**src/rtl/sfr_bank_pkg.sv**
```systemverilog
// Shared register-map constants and helpers for the parametrised SFR bank.
package sfr_bank_pkg;

  localparam int unsigned IDX_CONTROL = 0;
  localparam int unsigned IDX_STS     = 1;
  localparam int unsigned IDX_MSK     = 2;
  localparam int unsigned IDX_DEBUG   = 3;

  // Widest supported bus; narrower instances slice the low bits.
  localparam int MAX_DATA_W = 64;
  localparam int MAX_BYTES  = MAX_DATA_W / 8;

  typedef enum logic [1:0] {ACC_RW, ACC_W1C, ACC_RO} acc_e;

  // Access behaviour of a word index; anything past the bank is unmapped.
  function automatic acc_e acc_type(input int unsigned idx, input int unsigned num_regs);
    if (idx >= num_regs) return ACC_RO;
    if (idx == IDX_STS)  return ACC_W1C;
    return ACC_RW;
  endfunction

  // Expand byte strobes into a per-bit write mask.
  function automatic logic [MAX_DATA_W-1:0] strb_to_mask(input logic [MAX_BYTES-1:0] strb);
    logic [MAX_DATA_W-1:0] m;
    m = '0;
    for (int b = 0; b < MAX_BYTES; b++) m[b*8 +: 8] = {8{strb[b]}};
    return m;
  endfunction

endpackage

```
**src/rtl/sfr_resp_pipe.sv**
```systemverilog
// One-cycle registered response stage: write/read pulses, error flags, read data.
module sfr_resp_pipe #(
  parameter int DATA_W = 32
) (
  input  logic              clk,
  input  logic              reset,
  input  logic              i_wr_acc,
  input  logic              i_werr,
  input  logic              i_rd_acc,
  input  logic              i_rerr,
  input  logic [DATA_W-1:0] i_rdata,
  output logic              o_wready,
  output logic              o_werr,
  output logic              o_rvalid,
  output logic              o_rerr,
  output logic [DATA_W-1:0] o_rdata
);

  // Pulses last one cycle; read data is only replaced by a new read.
  always_ff @(posedge clk) begin
    if (reset) begin
      o_wready <= 1'b0;
      o_werr   <= 1'b0;
      o_rvalid <= 1'b0;
      o_rerr   <= 1'b0;
      o_rdata  <= '0;
    end else begin
      o_wready <= i_wr_acc;
      o_werr   <= i_wr_acc & i_werr;
      o_rvalid <= i_rd_acc;
      o_rerr   <= i_rd_acc & i_rerr;
      if (i_rd_acc) o_rdata <= i_rdata;
    end
  end

endmodule

```
**src/rtl/sfr_bank_gen.sv**
```systemverilog
// Parametrised SFR bank: RW control/mask/debug/GP words, W1C interrupt status
// with hardware set, sticky lock on CONTROL/INTR_MSK, error on unmapped access.
module sfr_bank_gen
  import sfr_bank_pkg::*;
#(
  parameter int                DATA_W   = 32,
  parameter int                NUM_REGS = 8,
  parameter int                ADDR_W   = 32,
  parameter logic [DATA_W-1:0] CTRL_RST = 5,
  parameter logic [DATA_W-1:0] MSK_RST  = 1
) (
  input  logic                clk,
  input  logic                reset,
  input  logic                i_wr_en,
  input  logic [ADDR_W-1:0]   i_waddr,
  input  logic [DATA_W-1:0]   i_wdata,
  input  logic [DATA_W/8-1:0] i_wstrobe,
  input  logic                i_rd_en,
  input  logic [ADDR_W-1:0]   i_raddr,
  input  logic [DATA_W-1:0]   i_hw_evt,
  output logic                o_wready,
  output logic                o_rvalid,
  output logic [DATA_W-1:0]   o_rdata,
  output logic                o_werr,
  output logic                o_rerr,
  output logic                o_irq,
  output logic [DATA_W-1:0]   o_ctrl
);

  localparam int BYTES = DATA_W / 8;
  localparam int IW    = $clog2(NUM_REGS);

  logic [DATA_W-1:0] regs [NUM_REGS];

  logic [ADDR_W-1:0]     widx_full, ridx_full;
  logic [IW-1:0]         wi, ri;
  logic                  waddr_err, raddr_err, locked, w_locked, wr_ok;
  acc_e                  wacc;
  logic [MAX_DATA_W-1:0] wmask64;
  logic [DATA_W-1:0]     wmask, w1c, sts_next, rd_data;
  logic                  irq_q;

  // Word index from byte address; misaligned or past-the-end addresses are errors.
  assign widx_full = i_waddr / ADDR_W'(BYTES);
  assign ridx_full = i_raddr / ADDR_W'(BYTES);
  assign waddr_err = ((i_waddr % ADDR_W'(BYTES)) != '0) || (widx_full >= ADDR_W'(NUM_REGS));
  assign raddr_err = ((i_raddr % ADDR_W'(BYTES)) != '0) || (ridx_full >= ADDR_W'(NUM_REGS));
  assign wi        = widx_full[IW-1:0];
  assign ri        = ridx_full[IW-1:0];

  // LOCK is the top bit of CONTROL; once set it freezes CONTROL and INTR_MSK.
  assign locked   = regs[IDX_CONTROL][DATA_W-1];
  assign w_locked = locked && (wi == IW'(IDX_CONTROL) || wi == IW'(IDX_MSK));
  assign wr_ok    = i_wr_en && !waddr_err && !w_locked;
  assign wacc     = acc_type(32'(wi), NUM_REGS);

  assign wmask64  = strb_to_mask(MAX_BYTES'(i_wstrobe));
  assign wmask    = wmask64[DATA_W-1:0];

  // Hardware set wins over a same-cycle software clear.
  assign w1c      = (wr_ok && wacc == ACC_W1C) ? (i_wdata & wmask) : '0;
  assign sts_next = (regs[IDX_STS] & ~w1c) | i_hw_evt;

  // Reads see the pre-write contents; errored reads return zero.
  assign rd_data  = raddr_err ? '0 : regs[ri];

  // Register bank update: status every cycle, RW words on a clean strobed write.
  always_ff @(posedge clk) begin
    if (reset) begin
      for (int i = 0; i < NUM_REGS; i++) regs[i] <= '0;
      regs[IDX_CONTROL] <= CTRL_RST;
      regs[IDX_MSK]     <= MSK_RST;
    end else begin
      regs[IDX_STS] <= sts_next;
      if (wr_ok && wacc == ACC_RW) regs[wi] <= (regs[wi] & ~wmask) | (i_wdata & wmask);
    end
  end

  // Level interrupt, registered from the current status and mask.
  always_ff @(posedge clk) begin
    if (reset) irq_q <= 1'b0;
    else       irq_q <= |(regs[IDX_STS] & regs[IDX_MSK]);
  end

  assign o_irq  = irq_q;
  assign o_ctrl = regs[IDX_CONTROL];

  sfr_resp_pipe #(.DATA_W(DATA_W)) u_resp (
    .clk      (clk),
    .reset    (reset),
    .i_wr_acc (i_wr_en),
    .i_werr   (!wr_ok),
    .i_rd_acc (i_rd_en),
    .i_rerr   (raddr_err),
    .i_rdata  (rd_data),
    .o_wready (o_wready),
    .o_werr   (o_werr),
    .o_rvalid (o_rvalid),
    .o_rerr   (o_rerr),
    .o_rdata  (o_rdata)
  );

endmodule
```
**config.mk**
```make
export PLATFORM = sky130hd
export DESIGN_NAME = sfr_bank_gen
export DESIGN_NICKNAME = d
export VERILOG_FILES = /design/src/rtl/sfr_bank_pkg.sv /design/src/rtl/sfr_resp_pipe.sv /design/src/rtl/sfr_bank_gen.sv
export SDC_FILE = /design/constraint.sdc
export NUM_CORES = 1
export LEC_CHECK = 0
export BUFFER_PORTS_ARGS = -buffer_cell sky130_fd_sc_hd__buf_4
export CORE_AREA = 2 2 176 178
export CTS_CLUSTER_SIZE = 10
export DETAILED_ROUTE_END_ITERATION = 10
export DIE_AREA = 0 0 178 180
export PLACE_DENSITY = 0.76
export SLEW_MARGIN = 20
export SYNTH_ARGS = -nofsm -noshare
export SYNTH_HDL_FRONTEND = slang
export SYNTH_SLANG_ARGS = --single-unit
```
**constraint.sdc**
```tcl
create_clock -name clk -period 3.9 [get_ports clk]
set_input_delay 0.78 -clock clk [delete_from_list [all_inputs] [get_ports clk]]
set_output_delay 0.78 -clock clk [all_outputs]
set_load 0.02 [all_outputs]
```
Word-level counts from Yosys, hierarchy flattened
Memory sizes are Yosys's and may differ from the RTL's.
Cells that the tools add are included.
{ "word_totals": {"reg_bits": 37, "ram_bits": 256, "input_bits": 136, "out_inout_bits": 69, "elab_cells": 59, "n_memories": 1} }
{ "op_classes": {"n_lt_le_gt_ge": 2, "n_eq_ne": 3, "n_mux": 17, "n_bitwise": 13, "reduce_logical": 17} }
{ "memory_table": {"columns": ["memory", "words", "width", "rd", "rd_clocked_by_memory_dff", "write_ports", "line_no", "source"], "rows": [
  ["regs", 8, 32, 5, 0, 8, "sfr_bank_gen.sv:33", "logic [DATA_W-1:0] regs [NUM_REGS];"]
]} }
{ "op_table": {"columns": ["op", "n"], "rows": [
  ["$mux 32", 6],
  ["$and 32x32->32", 4],
  ["$not 32->32", 2],
  ["$or 32x32->32", 2],
  ["$reduce_bool 32->1", 2],
  ["$reduce_or 32->1", 2],
  ["$ge 30x4->1 const B", 2],
  ["$mux 1", 8],
  ["$logic_and 1x1->1", 5],
  ["$mux 2", 2],
  ["$eq 3x1->1 const B", 1],
  ["$eq 3x2->1 const B", 1],
  ["$logic_not 1->1", 3],
  ["$logic_not 3->1", 1],
  ["$logic_or 1x1->1", 3],
  ["$mux 3", 1],
  ["$or 1x1->1", 3],
  ["$and 1x1->1", 2],
  ["$eq 2x1->1 const B", 1],
  ["$logic_not 2->1", 1]
]} }

Logic depth before layout (Yosys ltp)
{ "depth": {"word_depth": 11, "depth_mapped": 7} }

Modules after synthesis
A second synthesis with hierarchy kept.
{ "unflattened": {"cells_unflattened": 1120, "hier_area_um2": 15730.1} }
{ "modules_own_cells": {"columns": ["mod", "n_inst", "cells_per_inst", "area_per_inst_um2", "seq_area_each_um2"], "rows": [
  ["sfr_bank_gen", 1, 1008, 14455.1, 7387.1],
  ["sfr_resp_pipe", 1, 112, 1275.0, 720.7]
]} }

Least setup slack after synthesis
Ideal clock, no wire load.
{ "synth_path": {"path_kind": "in2reg", "startpoint": "input i_waddr[9]", "endpoint": "memory regs[3][0] (enable)", "arrival_ns": 3.484, "path_slack_ns": -0.012, "cell_stages": 6, "n_path_buf": 2, "cell_sequence": "nor4_1 -> and4_1 -> nand4_2 -> buf_2 -> buf_2 -> o21bai_1"} }
{ "synth_rtl": {"columns": ["element", "line_no", "source"], "rows": [
  ["start, declared", "sfr_bank_gen.sv:15", "input logic [ADDR_W-1:0] i_waddr,"],
  ["end, declared", "sfr_bank_gen.sv:33", null]
]} }

==> summary.md <==
| Metric | Value |
|---|---|
| Placed cells | 1669 |
| Net Count, Synth | 1276 |
| Setup CP Type | primary input to flop |
| Max Cap Violations | 0 |
| Largest net degree at the start of global routing | 65 |
| FP Rows | 64 |
| Required @ worst endpoint | 4120 ps |
| H-tree depth | 2 |
| Hold WC Path Type | flop to flop |
| Vias in the first global route | 11800 |
| Maximum fanout along the worst path | 24 |
| Die width | 178 um |
| Gr usage total | 29.5% |
| Routing usage on met2 | 46.2% |
| EDFF count, synth | 224 |
| Power density over the cells | 401 mW/mm2 |
| Final hold viol count | 0 |
| Post-DRT Antenna Nets | 0 |
| Fin cells | 1732 |
| Hold path depth | 2 |
| GR Util met3 | 7.83% |
| Final period utilization | 73.1% |
| Unrepaired setup endpoints after global routing | no |
| Cell area after synthesis | 0.0157 mm2 |
| Startpoint class of the critical path | primary input |
| Clk Tree Root Cell | clkbuf_16 |
| Critical Path AT | 3080 ps |
| R2R Setup Slk | 1240 ps |
| Most Crowded Layer GR | met2 |
| DP HPWL | 30.1 mm |
| Outcome | completed |
| Drt first-iter violations | 1423 |
| Max IR drop VDD | 0.291 mV |
| P_leak | 6.51 nW |
| Area of the multi-input gates | 0.00704 mm2 |
| Upper clock frequency limit | 351 MHz |
| Final-report setup violation count | 0 |
| Reg area | 0.00811 mm2 |
| Mapped Cells | 1140 |
| Drt wl/cell | 27.0 um |
| Global-route wire length before repair | 70.7 mm |
| Port Buffers | 204 |
| Worst rel slew slack | 32.3% |
| Syn Area/Cell | 13.8 um2 |
| Layout Skew | 18.9 ps |
| CORE AREA | 0.0302 mm2 |
| Cell variety after synth | 41 |
| Drt first pass iters | 5 |
| Placer congestion estimate | 0.868 |
| Starting Density | 52.0% |
| Post-synth ARST share | 0% |
| Clock slew at reported path FFs | 60 ps |
| Io pins | 205 |
| Top_reg_cell synth | edfxtp_1 |
| Yosys warns | 0 |
| Routed Wire Length | 46.7 mm |
| Area grow syn2layout | 18.8% |
| Period minus WS final | 2850 ps |
| Final core utilization | 61.8% |
| Flops & latches, synth | 293 |
| DR vias | 11800 |
| Layout cells sized above 1 | 39.4% |
| Worst-margin pin slew | 1020 ps |
| Postcts setup bufs | 0 |
| Resized Gates After CTS | 0 |
| DRC violation count after routing | 0 |
| Highest-count cells in the layout ignoring fill and taps | 243 x buf_4, 224 x edfxtp_1, 220 x nor3_1 |
| Clk Latency, worst-skew pair | 530 ps |
| DIE HEIGHT | 180 um |
| Gr ovfl total | 0 |
| Commonest non-fill, non-tap cell in the layout | buf_4 |
| Critical Path End Type | flop |
| Nets | 1446 |
| TritonCTS Buffers | 35 |
| R2R depth | 5 |
| Die area | 0.0320 mm2 |
| Initial antenna violation count | 0 |
| Vias/cell | 6.81 |
| Maximum clock insertion buffer count | 3 |
| CTS tree | built |
| Register area share after synthesis | 51.6% |
| TritonCTS Sinks | 293 |
| Pins over their slew limit | 0 |
| Antenna diodes | 0 |
| GR Util met1 | 38.5% |
| Hold Buf Count CTS | 0 |
| Fillers | 2239 |
[registers in the layout, summed over array words and instances, names as in the netlist]
signal,count
o_irq,1
regs,256
u_resp.o_rdata,32
u_resp.o_wready,1
u_resp.o_rerr,1
u_resp.o_werr,1
u_resp.o_rvalid,1
[synthesized netlist by cell type, drive strengths merged (2+ instances only)]
cell type	n	share of area, %
nor3	220	7.0
o21bai	6	0.29
nand2	40	0.96
edfxtp	224	43
nand2b	2	0.080
dfxtp	69	8.8
nor2	39	0.93
and2	2	0.080
and4	3	0.17
mux4	128	18
nor4b	2	0.11
mux2i	32	4.5
nor4	19	1.2
a21oi	34	1.1
buf	41	1.4
a21boi	2	0.096
nor2b	2	0.080
a311oi	31	1.7
or2	3	0.12
clkbuf	73	1.7
a22oi	16	0.76
nand3	3	0.096
mux2	63	4.5
nand4	38	1.6
a211oi	6	0.29
or4	3	0.14
or3b	2	0.11
inv	32	0.76
[cell type report]
| type | instances | share of cell area (%) |
|---|---|---|
| clock buffer | 60 | 5.19 |
| sequential | 293 | 43.4 |
| timing repair buffer | 247 | 10.2 |
| inverter | 33 | 0.663 |
| multi-input combinational | 700 | 37.7 |
| tap | 396 | 2.65 |
| clock inverter | 3 | 0.141 |
[logic make-up after synthesis]
group	Yosys count	share of synthesized area (%)
DFF	293	51.6
muxes	223	27.4
and+or+nand+nor	381	12.7
AOI/OAI and AO/OA	96	4.30
buffers and inverters	147	3.98
[per-layer routing]
layer | wire (um) | vias to the layer above | share of wire (%)
met5 | 0 | - | 0
met4 | 2130 | 0 | 4.5
met3 | 5930 | 167 | 13
met2 | 22000 | 857 | 47
met1 | 16700 | 5830 | 36
li1 | - | 4935 | -
[worst max-delay path, stage by stage]
cell	delay, ps
buf_4	430
or3b_2	230
and3_1	330
nand4_1	440
o21bai_4	620
buf_12	230
[per-stage QoR]
| step | power, mW | setup TNS, ps | hold WS (ps) | worst slack [ps] | area [um2] |
|---|---|---|---|---|---|
| global placement | 4.58 | 0 | 443 | 679 | 17700 |
| CTS | 7.50 | 0 | 460 | 1080 | 18700 |
| detailed placement | 4.59 | 0 | 451 | 561 | 17700 |
| finish | 7.49 | 0 | 460 | 1050 | 18700 |
| floorplan | 4.21 | -752 | 488 | -11.8 | 15700 |
| global route | 7.69 | 0 | 464 | 890 | 18700 |
[worst paths after layout]
kind | start | to
setup reg to reg | regs[0][31] | regs[0][22]
setup / recovery | i_waddr[2] | regs[0][22]
hold / removal | u_resp.o_rdata[31] | u_resp.o_rdata[31]
hold reg to reg | u_resp.o_rdata[31] | u_resp.o_rdata[31]
[power by group]
part           switching, mW  internal, mW  total (mW)
clock                   1.25          1.69        2.94
combinational          0.526         0.470       0.996
sequential            0.0960          3.46        3.55
total                   1.88          5.62        7.49
No activity file was read; power rests on OpenSTA's default activity.
